$ cat config.mk
export PLATFORM = sky130hd
export DESIGN_NAME = door_access_arbiter
export DESIGN_NICKNAME = d
export VERILOG_FILES = /design/src/rtl/door_access_arbiter.sv
export SDC_FILE = /design/constraint.sdc
export NUM_CORES = 1
export LEC_CHECK = 0
export CORE_ASPECT_RATIO = 1.4
export CORE_MARGIN = 8
export CORE_UTILIZATION = 55
export DETAILED_ROUTE_END_ITERATION = 10
export DONT_BUFFER_PORTS = 1
export PLACE_DENSITY = 0.7
export SLEW_MARGIN = 40
export SYNTH_ARGS = -nofsm -noshare
export SYNTH_HDL_FRONTEND = slang
export SYNTH_SLANG_ARGS = --single-unit
$ cat constraint.sdc
create_clock -name clk -period 2.3 [get_ports clk]
set_clock_uncertainty 0.2 [all_clocks]
set_input_delay 0.69 -clock clk [delete_from_list [all_inputs] [get_ports clk]]
set_output_delay 0.69 -clock clk [all_outputs]
set_load 0.005 [all_outputs]
$ cat src/rtl/door_access_arbiter.sv
// door_access_arbiter: two-keypad round-robin access controller sharing one
// code check and one door strike, with failure lockout and alarm.
// Optional feature macro: DOOR_OVERRIDE_EN (adds the override input).
`timescale 1ns/1ps
module door_access_arbiter #(
    parameter logic [3:0]  ACCESS_CODE = 4'd9,
    parameter int unsigned OPEN_CYCLES = 8,
    parameter int unsigned MAX_FAILS   = 3,
    parameter int unsigned LOCK_CYCLES = 16
) (
    input  logic       clk,
    input  logic       rst_n,
    input  logic [1:0] req,
    input  logic [3:0] code0,
    input  logic [3:0] code1,
`ifdef DOOR_OVERRIDE_EN
    input  logic       override,
`endif
    output logic [1:0] grant,
    output logic       open_access_door,
    output logic       alarm,
    output logic [1:0] state_out
);

    localparam int unsigned TIMER_W = 8;
    localparam int unsigned FAIL_W  = 3;
    localparam int unsigned CODE_W  = 4;

    localparam logic [TIMER_W-1:0] OPEN_LOAD  = TIMER_W'(OPEN_CYCLES - 1);
    localparam logic [TIMER_W-1:0] LOCK_LOAD  = TIMER_W'(LOCK_CYCLES - 1);
    localparam logic [FAIL_W-1:0]  FAIL_LIMIT = FAIL_W'(MAX_FAILS);

    typedef enum logic [1:0] {
        IDLE   = 2'b00,
        CHECK  = 2'b01,
        OPEN   = 2'b10,
        LOCKED = 2'b11
    } state_t;

    state_t              state, state_n;
    logic [TIMER_W-1:0]  timer, timer_n;
    logic [FAIL_W-1:0]   fail_cnt, fail_n;
    logic [CODE_W-1:0]   code_q, code_n;
    logic                last_grant, last_n;
    logic [1:0]          grant_n;
    logic                pick;

    // State and datapath registers; outputs are registered from next-state values
    always_ff @(posedge clk or negedge rst_n) begin
        if (!rst_n) begin
            state            <= IDLE;
            timer            <= '0;
            fail_cnt         <= '0;
            code_q           <= '0;
            last_grant       <= 1'b1;
            grant            <= 2'b00;
            open_access_door <= 1'b0;
            alarm            <= 1'b0;
        end else begin
            state            <= state_n;
            timer            <= timer_n;
            fail_cnt         <= fail_n;
            code_q           <= code_n;
            last_grant       <= last_n;
            grant            <= grant_n;
            open_access_door <= (state_n == OPEN);
            alarm            <= (state_n == LOCKED);
        end
    end

    // Next-state, arbitration, code check and window timing
    always_comb begin
        state_n = state;
        timer_n = timer;
        fail_n  = fail_cnt;
        code_n  = code_q;
        last_n  = last_grant;
        grant_n = 2'b00;
        pick    = 1'b0;

        case (state)
            IDLE: begin
`ifdef DOOR_OVERRIDE_EN
                if (override) begin
                    state_n = OPEN;
                    timer_n = OPEN_LOAD;
                    fail_n  = '0;
                end else
`endif
                if (req != 2'b00) begin
                    // on a tie the keypad not served last time wins
                    pick    = (req == 2'b11) ? ~last_grant : req[1];
                    code_n  = pick ? code1 : code0;
                    grant_n = pick ? 2'b10 : 2'b01;
                    last_n  = pick;
                    state_n = CHECK;
                end
            end
            CHECK: begin
                if (code_q == ACCESS_CODE) begin
                    state_n = OPEN;
                    timer_n = OPEN_LOAD;
                    fail_n  = '0;
                end else if (fail_cnt + FAIL_W'(1) == FAIL_LIMIT) begin
                    state_n = LOCKED;
                    timer_n = LOCK_LOAD;
                    fail_n  = '0;
                end else begin
                    fail_n  = fail_cnt + FAIL_W'(1);
                    state_n = IDLE;
                end
            end
            OPEN: begin
                if (timer == '0) begin
                    state_n = IDLE;
                end else begin
                    timer_n = timer - TIMER_W'(1);
                end
            end
            LOCKED: begin
`ifdef DOOR_OVERRIDE_EN
                if (override) begin
                    state_n = OPEN;
                    timer_n = OPEN_LOAD;
                    fail_n  = '0;
                end else
`endif
                if (timer == '0) begin
                    state_n = IDLE;
                end else begin
                    timer_n = timer - TIMER_W'(1);
                end
            end
        endcase
    end

    // State encoding is exported straight from the state register
    assign state_out = state;

endmodule

### After elaboration in Yosys (flattened, before gate mapping)

Index checks and enable logic that the tools add are counted.

* register bits: 22
* input bits: 12
* output and inout bits: 6
* logic and storage cells: 44

* $add $sub $neg: 2
* equality and inequality tests: 10
* multiplexer cells: 16
* bitwise operators: 1
* reduce and logical (&&, ||, !) cells: 7

Operators with widths (number)
* 8-bit two-way mux: 3
* 8-bit one-hot mux with 2 select lines: 1
* 2-bit two-way mux: 7
* 2-bit == test, second input constant: 5
* 8-bit zero test: 1
* 8-bit by 1-bit subtractor with 8-bit output, second input constant: 1
* 3-bit two-way mux: 2
* 2-bit one-hot mux with 3 select lines: 1
* 4-bit == test, second input constant: 1
* 4-bit two-way mux: 1
* 2-bit nonzero test: 2
* 3-bit by 1-bit adder with 3-bit output, second input constant: 1
* 3-bit by 2-bit == test with 1-bit output, second input constant: 1
* 3-bit != test, second input constant: 1
* 3-bit AND reduction: 1
* 2-bit by 1-bit == test with 1-bit output, second input constant: 1
* 2-bit zero test: 1
* 2-bit != test, second input constant: 1
* 2-bit AND reduction: 1
* 2-bit OR reduction: 1
* 1-bit two-way mux: 1
* 1-bit inverter: 1

### Logic depth before layout (Yosys ltp)

Gate-level depths: netlist of the first run.

* word-level depth: 6
* gate-level depth with buffers: 6
* depth with buffers taken out: 6

### Worst setup path before layout of the first run

OpenSTA, ideal clock, no wires.

* kind: register -> register
* start point: reg timer[0]
* end point: reg timer[1]
* library setup time: 0.125 ns
* arrival: 1.505 ns
* data required time: 1.975 ns
* path slack: 0.470 ns
* cell stages (with the launch flop): 7
* buffers on the path: 0
* period minus slack after synthesis: 1.830 ns
* cells stage by stage: dfrtp_1 -> inv_1 -> ha_1 -> nor3b_1 -> a21bo_2 -> o21ai_2 -> mux2_4

* longest elaborated chain between the ends: 3
* elaborated cells on any way between the ends: 6
* classes of those cells: add/sub: 1; eq/ne: 1; mux: 2; reduce/logical: 2

RTL lines
* start: declaration: line 41 `logic [TIMER_W-1:0] timer, timer_n;`
* start signal: assignment: line 61 `timer <= timer_n;`
* 8-bit by 1-bit subtractor with 8-bit output / 8-bit zero test (equally long branches)
* 8-bit two-way mux / 2-bit != test (equally long branches)
* 8-bit one-hot mux with 2 select lines / 3-bit AND reduction (equally long branches)

Parallel ways exist; a longest one is shown, timed or not. The select of a mux whose other input is x is not followed.
A chain may end at the register's enable or synchronous reset.

### Worst setup path in the final report of the first run

* start point: reg timer[1]
* end point: reg timer[1]

The elaborated chain is that of the path after synthesis.

==> flow_metrics.tcl, run 1 <==
set metrics [dict create \
    numCtsBuffers 3 \
    final_cell_mix "dfrtp_1 (21), nor2_1 (11), nand2_1 (9)" \
    final_common_cell "dfrtp_1" \
    fmax_mhz 500.0 \
    core_sq_um 1926 \
    r2r_start "timer[1]" \
    gp_congestion 0.8055 \
    critPathSlowestCell "dfrtp_1" \
    area_delta_synth_final_pct 6.455 \
    layout-drive-gt1-share_pct 14.68 \
    p_sw_share_pct 38.73 \
    dp.cells 125 \
    cts_resized 0 \
    grt_max_degree 23 \
    path_max_fanout 6 \
    drt-initial-drc-count 21 \
    status "completed" \
    power_frac_comb_pct 37.9 \
    switchingPower_uw 597.1 \
    io_pins 18 \
    port_buffers 0 \
    final_cells 130 \
    hold_class "in2async" \
    cts_tree "built" \
    cts_hold_buf 1 \
    relSlewSlack_pct 68.05 \
    wl_per_cell_um 15.96 \
    critical-path-top-delay-family "flip-flops" \
    p_int_uw 944.4 \
    synth-seq-area-share_pct 49.94 \
    fin_setup_tns_ns 0 \
    antenna-diode-count 0 \
    htree_levels 1 \
    grt_usage_pct 12.12 \
    clock_power_share_pct 14.1 \
    seq_power_share_pct 47.9 \
    synth_nets 120 \
    dieWidth_um 53.88 \
    num_vias 789 \
    r2r-end "timer[1]" \
    finalHoldViolCount 0 \
    worstRegToRegCells 6 \
    maxSlewViolCount 0 \
    cp-end-kind "register" \
    min_period_ns 2.000 \
    ant_nets 0 \
    grt_first_pass_wirelength_um 3477 \
    route.detailed.drc 0 \
    final_area_sq_um 1176 \
    synth_cells 104 \
    totalWireLength_um 2075 \
    rows 19 \
    leakagePower_uw 0.0005448 \
    synth_cell_type_count 39 \
    syn_area_sq_um 1105 \
    worst_slew_pin_slew_ns 0.4792 \
    max_stage_delay_ns 0.44 \
    cts.sinks 22 \
    place_area_sq_um 1135 \
    grt_pass1_vias 795 \
    root_buffer "clkbuf_4" \
    rsz0062_at_grt "no" \
    synth_flop_cell "dfrtp_1" \
    ir_drop_uv 710.3 \
    cap_viol_max_count 0 \
    place_hpwl_um 1586 \
    async_flop_share_pct 100.0 \
    clkLatencyLatePin_ns 0.32 \
    synth_warnings 0 \
    setup_viol 0 \
    clkTransAtPathRegs_ns 0.12 \
    reg2reg_slack_ns 0.30 \
    cts.path.max_buffers 2 \
    postCtsSetupBuffers 0 \
    viasPerCell 6.069 \
    required_ns 2.32 \
    critical_path.startpoint_type "register" \
    antenna_found_initial 0 \
    die_h_um 69.03 \
    ys_ff_latch 22 \
    gr-total-overflow 0 \
    path_cells "inv_1 -> ha_1 -> nor3b_1 -> a21bo_2 -> o21ai_2 -> mux2_4" \
    crit_buf_inv 1 \
    die_area_sq_um 3719 \
    start_util_pct 57.37 \
    nNetsFinal 126 \
    power_density_nw_per_um2 1311 \
    timing.critical_path.arrival_ns 2.02 \
    path_class "reg2reg" \
    synth_edf_count 0 \
    firstDrtPassIters 4 \
    syn_area_per_cell_sq_um 10.62 \
    period_share_pct 86.96 \
]
## through the flow
stage	hold slack [ns]	total power [uW]	setup slack, ns	utilization [%]
after floorplan	0.1944	1185	0.4703	-
after global placement	0.1952	1300	0.3879	58.93
after detailed placement	0.1952	1333	0.3137	58.93
after CTS	0.3007	1562	0.2938	61.34
after global routing	0.1472	1659	0.1542	61.08
final	0.1084	1541	0.2999	61.08
## worst max-delay path by stage
stage,startpoint,end,cells past startpoint
after floorplan,timer[0],timer[1],6
after global placement,timer[0],timer[1],6
after detailed placement,timer[1],timer[1],6
after CTS,timer[1],timer[1],6
after global routing,timer[1],timer[1],6
final,timer[1],timer[1],6
## cell families after synthesis
family | count (synthesis) | synth area share, %
xor+xnor | 3 | 2.379
mux | 8 | 7.814
buf+inv | 6 | 2.378
flops | 22 | 49.94
compound gates | 23 | 14.50
simple gates | 38 | 18.46
fa+ha+maj | 4 | 4.530
## power by group through the flow
stage	clock (uW)	sequential (uW)	combinational (uW)
CTS	225	743	593
finish	218	739	585
global route	240	768	651
floorplan	0	683	503
global placement	0	743	557
detailed placement	0	750	583
## worst register-to-register path: stages (launching register included)
cell	delay (ns)
dfrtp_1	0.44
inv_1	0.10
ha_1	0.17
nor3b_1	0.33
a21bo_2	0.26
o21ai_2	0.09
mux2_4	0.30
## layout make-up
class / count / area (sq um)
inverter: 4 / 15.01
fill: 151 / 749.5
tap: 21 / 26.28
clock buffer: 4 / 36.28
multi-input combinational: 76 / 526.8
sequential: 22 / 551.8
timing repair buffer: 3 / 20.02
## synth_stat cells (2+ instances only)
library cell	n	share of area (%)
o21ai_0	2	0.91
nand2_1	9	3.1
xnor2_1	3	2.4
ha_1	4	4.5
dfrtp_1	21	48
a21o_1	2	1.4
and2_1	2	1.1
nor2b_1	2	1.1
inv_1	4	1.4
mux2i_1	6	5.4
nor2_1	11	3.7
nand3_1	3	1.4
o21ai_1	7	3.2
nand2b_1	3	1.7
## sequential cells by signal, indices dropped and copies added (netlist names)
signal,count
timer,8
code_q,4
fail_cnt,3
grant,2
state_out,2
alarm,1
last_grant,1
open_access_door,1
## layer usage
| metal | vias up | track usage [%] | share of wire, % |
|---|---|---|---|
| li1 | 377 | - | - |
| met1 | 384 | 13.97 | 40 |
| met2 | 24 | 19.02 | 52 |
| met3 | 4 | 3.863 | 5.5 |
| met4 | 0 | 5.915 | 2.0 |
| met5 | - | 0 | 0 |
(Power assumes the default switching activity.)
==> run 2, diff against run 1 <==
Clock period 2.3 ns to 1.9 ns, I/O delays scaled along.
==> run 2 against run 1 <==
Against the previous run:
- global-route usage is 0.63 points higher
- hold slack worse by 0.10 ns
- clock power increased by 61%
- fmax up 8.9%
- non-clock buffer count increased by 10
- wire length is 16% higher
- utilization grew 8.6 points
- final cell count is 7.7% higher
- design area increased by 14%
- worst setup slack got worse by 0.24 ns
==> flow_metrics.tcl, run 2 (same netlist as run 1, synthesis figures left out) <==
set metrics [dict create \
    num_vias 824 \
    io_pins 18 \
    nNetsFinal 136 \
    antenna-diode-count 0 \
    hold_class "in2async" \
    reg2reg_slack_ns 0.06 \
    wl_per_cell_um 17.13 \
    ant_nets 0 \
    dieWidth_um 53.88 \
    leakagePower_uw 0.0005998 \
    core_sq_um 1926 \
    grt_first_pass_wirelength_um 3753 \
    layout-drive-gt1-share_pct 29.41 \
    rsz0062_at_grt "no" \
    finalHoldViolCount 0 \
    setup_viol 0 \
    cts.path.max_buffers 2 \
    timing.critical_path.arrival_ns 1.84 \
    cap_viol_max_count 0 \
    crit_path_end "timer[1]" \
    critPathSlowestCell "dfrtp_1" \
    worstRegToRegCells 5 \
    viasPerCell 5.886 \
    start_util_pct 57.37 \
    route.detailed.drc 0 \
    period_share_pct 96.68 \
    gr-total-overflow 0 \
    grt_usage_pct 12.75 \
    root_buffer "clkbuf_4" \
    power_density_nw_per_um2 1680 \
    status "completed" \
    ir_drop_uv 1150 \
    clkTransAtPathRegs_ns 0.12 \
    port_buffers 0 \
    clkLatencyLatePin_ns 0.30 \
    final_common_cell "dfrtp_1" \
    cp-startpoint "fail_cnt[1]" \
    grt_pass1_vias 877 \
    die_h_um 69.03 \
    fin_setup_tns_ns 0 \
    max_stage_delay_ns 0.42 \
    gp_congestion 0.8393 \
    r2r_start "fail_cnt[1]" \
    grt_max_degree 23 \
    antenna_found_initial 0 \
    total_power_uw 2253 \
    largest_register "timer" \
    htree_levels 1 \
    final_area_sq_um 1341 \
    fill_cells 146 \
    totalWireLength_um 2398 \
    final_cell_mix "dfrtp_1 (21), buf_4 (12), nor2_1 (10)" \
    required_ns 1.91 \
    path_cells "ha_1 -> xnor2_1 -> a21oi_1 -> o21ai_2 -> mux2_4" \
    firstDrtPassIters 5 \
    numCtsBuffers 3 \
    drt-initial-drc-count 30 \
    die_area_sq_um 3719 \
    critical_path.startpoint_type "register" \
    worst_slew_pin_slew_ns 0.4894 \
    path_max_fanout 3 \
    relSlewSlack_pct 67.37 \
    place_area_sq_um 1195 \
    fmax_mhz 544.4 \
    largest_reg_flops 8 \
    path_class "reg2reg" \
    cts_tree "built" \
    rows 19 \
    reg.largest.list "timer x8, code_q x4, fail_cnt x3" \
    area_delta_synth_final_pct 21.40 \
    cp-end-kind "register" \
    cts.sinks 22 \
    r2r-end "timer[1]" \
    place_hpwl_um 1674 \
    maxSlewViolCount 0 \
    min_period_ns 1.837 \
]
==> run 2: final cells by class <==
cell class	instances	area [sq um]	area share [%]
tap	21	26.28	1.959
timing repair buffer	13	95.09	7.090
inverter	4	15.01	1.119
clock buffer	3	22.52	1.679
clock inverter	1	30.03	2.239
sequential	22	551.8	41.14
multi-input combinational	76	600.6	44.78
==> run 2: power breakdown <==
group	switching (uW)	internal [uW]
logic	474	508
clock network	137	213
registers	238	683
total	849	1400
==> run 2: worst min-delay path by stage <==
stage,end,cells after the start
detailed placement,timer[6],0
global route,timer[2],1
floorplan,alarm,0
CTS,code_q[2],2
global placement,timer[6],0
finish,timer[7],1
==> run 2: worst max-delay path: cells and delay by family, from the launching register on <==
| family | cells | cell delay, ns |
|---|---|---|
| XOR/XNOR | 1 | 0.15 |
| flip-flops | 1 | 0.42 |
| multiplexers | 1 | 0.30 |
| AO/OA/AOI/OAI | 2 | 0.45 |
| adder cells (fa/ha/maj) | 1 | 0.23 |
==> run 2: per-layer routing <==
layer	share of wire (%)	GRT usage (%)	wire length, um
met1	39	13.62	928
met2	55	22.64	1322
met3	3.5	3.004	84
met5	0	0	0
met4	2.6	4.225	63
==> run 2: per-stage QoR <==
step	util [%]	setup slack [ns]	cells	hold WS (ns)
after floorplan	-	0.07033	104	0.07441
after CTS	65.82	0.01446	138	0.2375
after global placement	62.05	0.03842	133	0.07534
final	69.66	0.06316	140	0.007071
after detailed placement	62.05	-0.04609	133	0.07534
after global routing	69.66	0.003342	140	0.02395
==> run 2: timing repair <==
item	4_1_cts	5_1_grt
endpoints found under the hold margin	22	0
setup buffers	0	2
pin swaps	0	2
gates resized for setup	2	12
endpoints found under the setup margin	3	6
hold buffers	1	0
==> run 3, diff against run 2 <==
Settings changed: CORE_MARGIN 8 to unset, CORE_UTILIZATION 55 to 51, DONT_BUFFER_PORTS 1 to unset, PLACE_DENSITY 0.7 to 0.77.
==> run 3 against run 2 <==
Against the previous run:
- worst setup slack worse by 0.039 ns
- die area down 37%
- utilization up 4.7 points
==> flow_metrics.tcl, run 3 (same netlist as run 1, synthesis figures left out) <==
set metrics [dict create \
    status "completed" \
    leakagePower_uw 0.0007063 \
    gr-total-overflow 0 \
    hold_ws_ns 0.2984 \
    htree_levels 1 \
    port_buffers 17 \
    max_stage_delay_ns 0.42 \
    grt_usage_pct 21.54 \
    timing.critical_path.arrival_ns 1.88 \
    final_common_cell "dfrtp_1" \
    cts.path.max_buffers 2 \
    path_max_fanout 3 \
    layout-drive-gt1-share_pct 24.82 \
    final_cell_mix "dfrtp_1 (21), buf_4 (18), nor2_1 (11), clkdlybuf4s50_1 (11), nand2_1 (9)" \
    numCtsBuffers 3 \
    grt_max_degree 23 \
    cts_tree "built" \
    antenna_found_initial 0 \
    nNetsFinal 158 \
    rows 19 \
    viasPerCell 5.586 \
    required_ns 1.90 \
    period_share_pct 98.71 \
    gp_congestion 0.7171 \
    relSlewSlack_pct 78.49 \
    root_buffer "clkbuf_4" \
    total_power_uw 2225 \
    critPathSlowestCell "dfrtp_1" \
    route.detailed.drc 0 \
    clkLatencyLatePin_ns 0.31 \
    worst_slew_pin_slew_ns 0.3199 \
    core_sq_um 1997 \
    grt_first_pass_wirelength_um 3567 \
    cap_viol_max_count 0 \
    drt-initial-drc-count 7 \
    num_vias 905 \
    power_density_nw_per_um2 1500 \
    place_hpwl_um 1773 \
    crit_buf_inv 0 \
    clkTransAtPathRegs_ns 0.12 \
    antenna-diode-count 0 \
    reg.largest.list "timer x8, code_q x4, fail_cnt x3" \
    cts_hold_buf 0 \
    maxSlewViolCount 0 \
    ir_drop_uv 826.8 \
    area_delta_synth_final_pct 34.31 \
    die_h_um 57.07 \
    finalHoldViolCount 0 \
    setup_viol 0 \
    path_class "reg2reg" \
    io_pins 18 \
    die_area_sq_um 2359 \
    ff_latch_area_sq_um 551.8 \
    largest_reg_flops 8 \
    fill_cells 173 \
    path_cells "ha_1 -> xnor2_2 -> a21oi_1 -> o21ai_2 -> mux2_4" \
    start_util_pct 55.33 \
    fmax_mhz 533.2 \
    largest_register "timer" \
    reg2reg_slack_ns 0.02 \
    critical-path-top-delay-family "compound AO/OA/AOI/OAI gates" \
    grt_pass1_vias 897 \
    multiInputGateArea_sq_um 556.8 \
    totalWireLength_um 2253 \
    cts.sinks 22 \
    rsz0062_at_grt "yes" \
    critical_path.startpoint_type "register" \
    cp-end-kind "register" \
    hold_class "reg2reg" \
    firstDrtPassIters 5 \
    dieWidth_um 41.34 \
    ant_nets 0 \
    min_period_ns 1.875 \
    wl_per_cell_um 13.91 \
]
-- run 3: changes by cell type in the layout (fill, tap and decap cells not counted), sizes merged --
cell           previous run  this run
clkbuf                    3         4
clkdlybuf4s50             0        11
bufinv                    1         0
buf                      13        18
dlygate4sd2               0         6
-- run 3: timing repair --
action / CTS / global route
pin swaps: 0 / 2
setup endpoints to repair: 10 / 2
gates resized for setup: 7 / 4
setup buffers: 0 / 1
-- run 3: final timing paths --
| path | cells after the start | to | from |
|---|---|---|---|
| max reg2reg | 5 | timer[1] | fail_cnt[1] |
| min reg2reg | 2 | code_q[2] | code_q[2] |
| max in group asynchronous | 2 | last_grant | rst_n |
| min in group asynchronous | 2 | alarm | rst_n |
| min | 2 | code_q[2] | code_q[2] |
| max | 5 | timer[1] | fail_cnt[1] |
-- run 3: tightest hold or removal path, stage by stage (launching register included) --
cell     delay [ns]
dfrtp_1        0.36
nand2_1        0.05
o21ai_1        0.06
-- run 3: layer usage --
layer	routed length (um)	share of wire (%)	up-vias	track usage (%)
met3	82	3.6	2	4.280
li1	-	-	441	-
met5	0	0	-	0
met1	916	41	441	24.74
met4	8	0.36	0	4.147
met2	1244	55	21	38.84
-- run 3: area by class of cell --
class / instances / share of cell area (%)
Sequential cell: 22 / 37.18
Inverter: 4 / 1.012
Clock buffer: 4 / 2.445
Tap cell: 21 / 1.771
Timing Repair Buffer: 35 / 20.07
Multi-Input combinational cell: 76 / 37.52
-- run 3: report_power, final --
group	internal (uW)	switching [uW]	total (uW)	leakage (uW)
Clock	117	140	257	0.0000210
Sequential	683	169	851	0.000270
Combinational	611	506	1120	0.000415
-- run 3: per-stage QoR --
| stage | worst slack, ns | setup TNS, ns | cell area (sq um) | cells | utilization [%] |
|---|---|---|---|---|---|
| global placement | -0.01421 | -0.04529 | 1418 | 157 | 70.99 |
| finish | 0.02455 | 0 | 1484 | 162 | 74.31 |
| detailed placement | -0.06881 | -0.3065 | 1418 | 157 | 70.99 |
| global route | -0.03881 | -0.06149 | 1484 | 162 | 74.31 |
| floorplan | 0.07033 | 0 | 1105 | 104 | - |
| CTS | 0.01443 | 0 | 1451 | 161 | 72.68 |
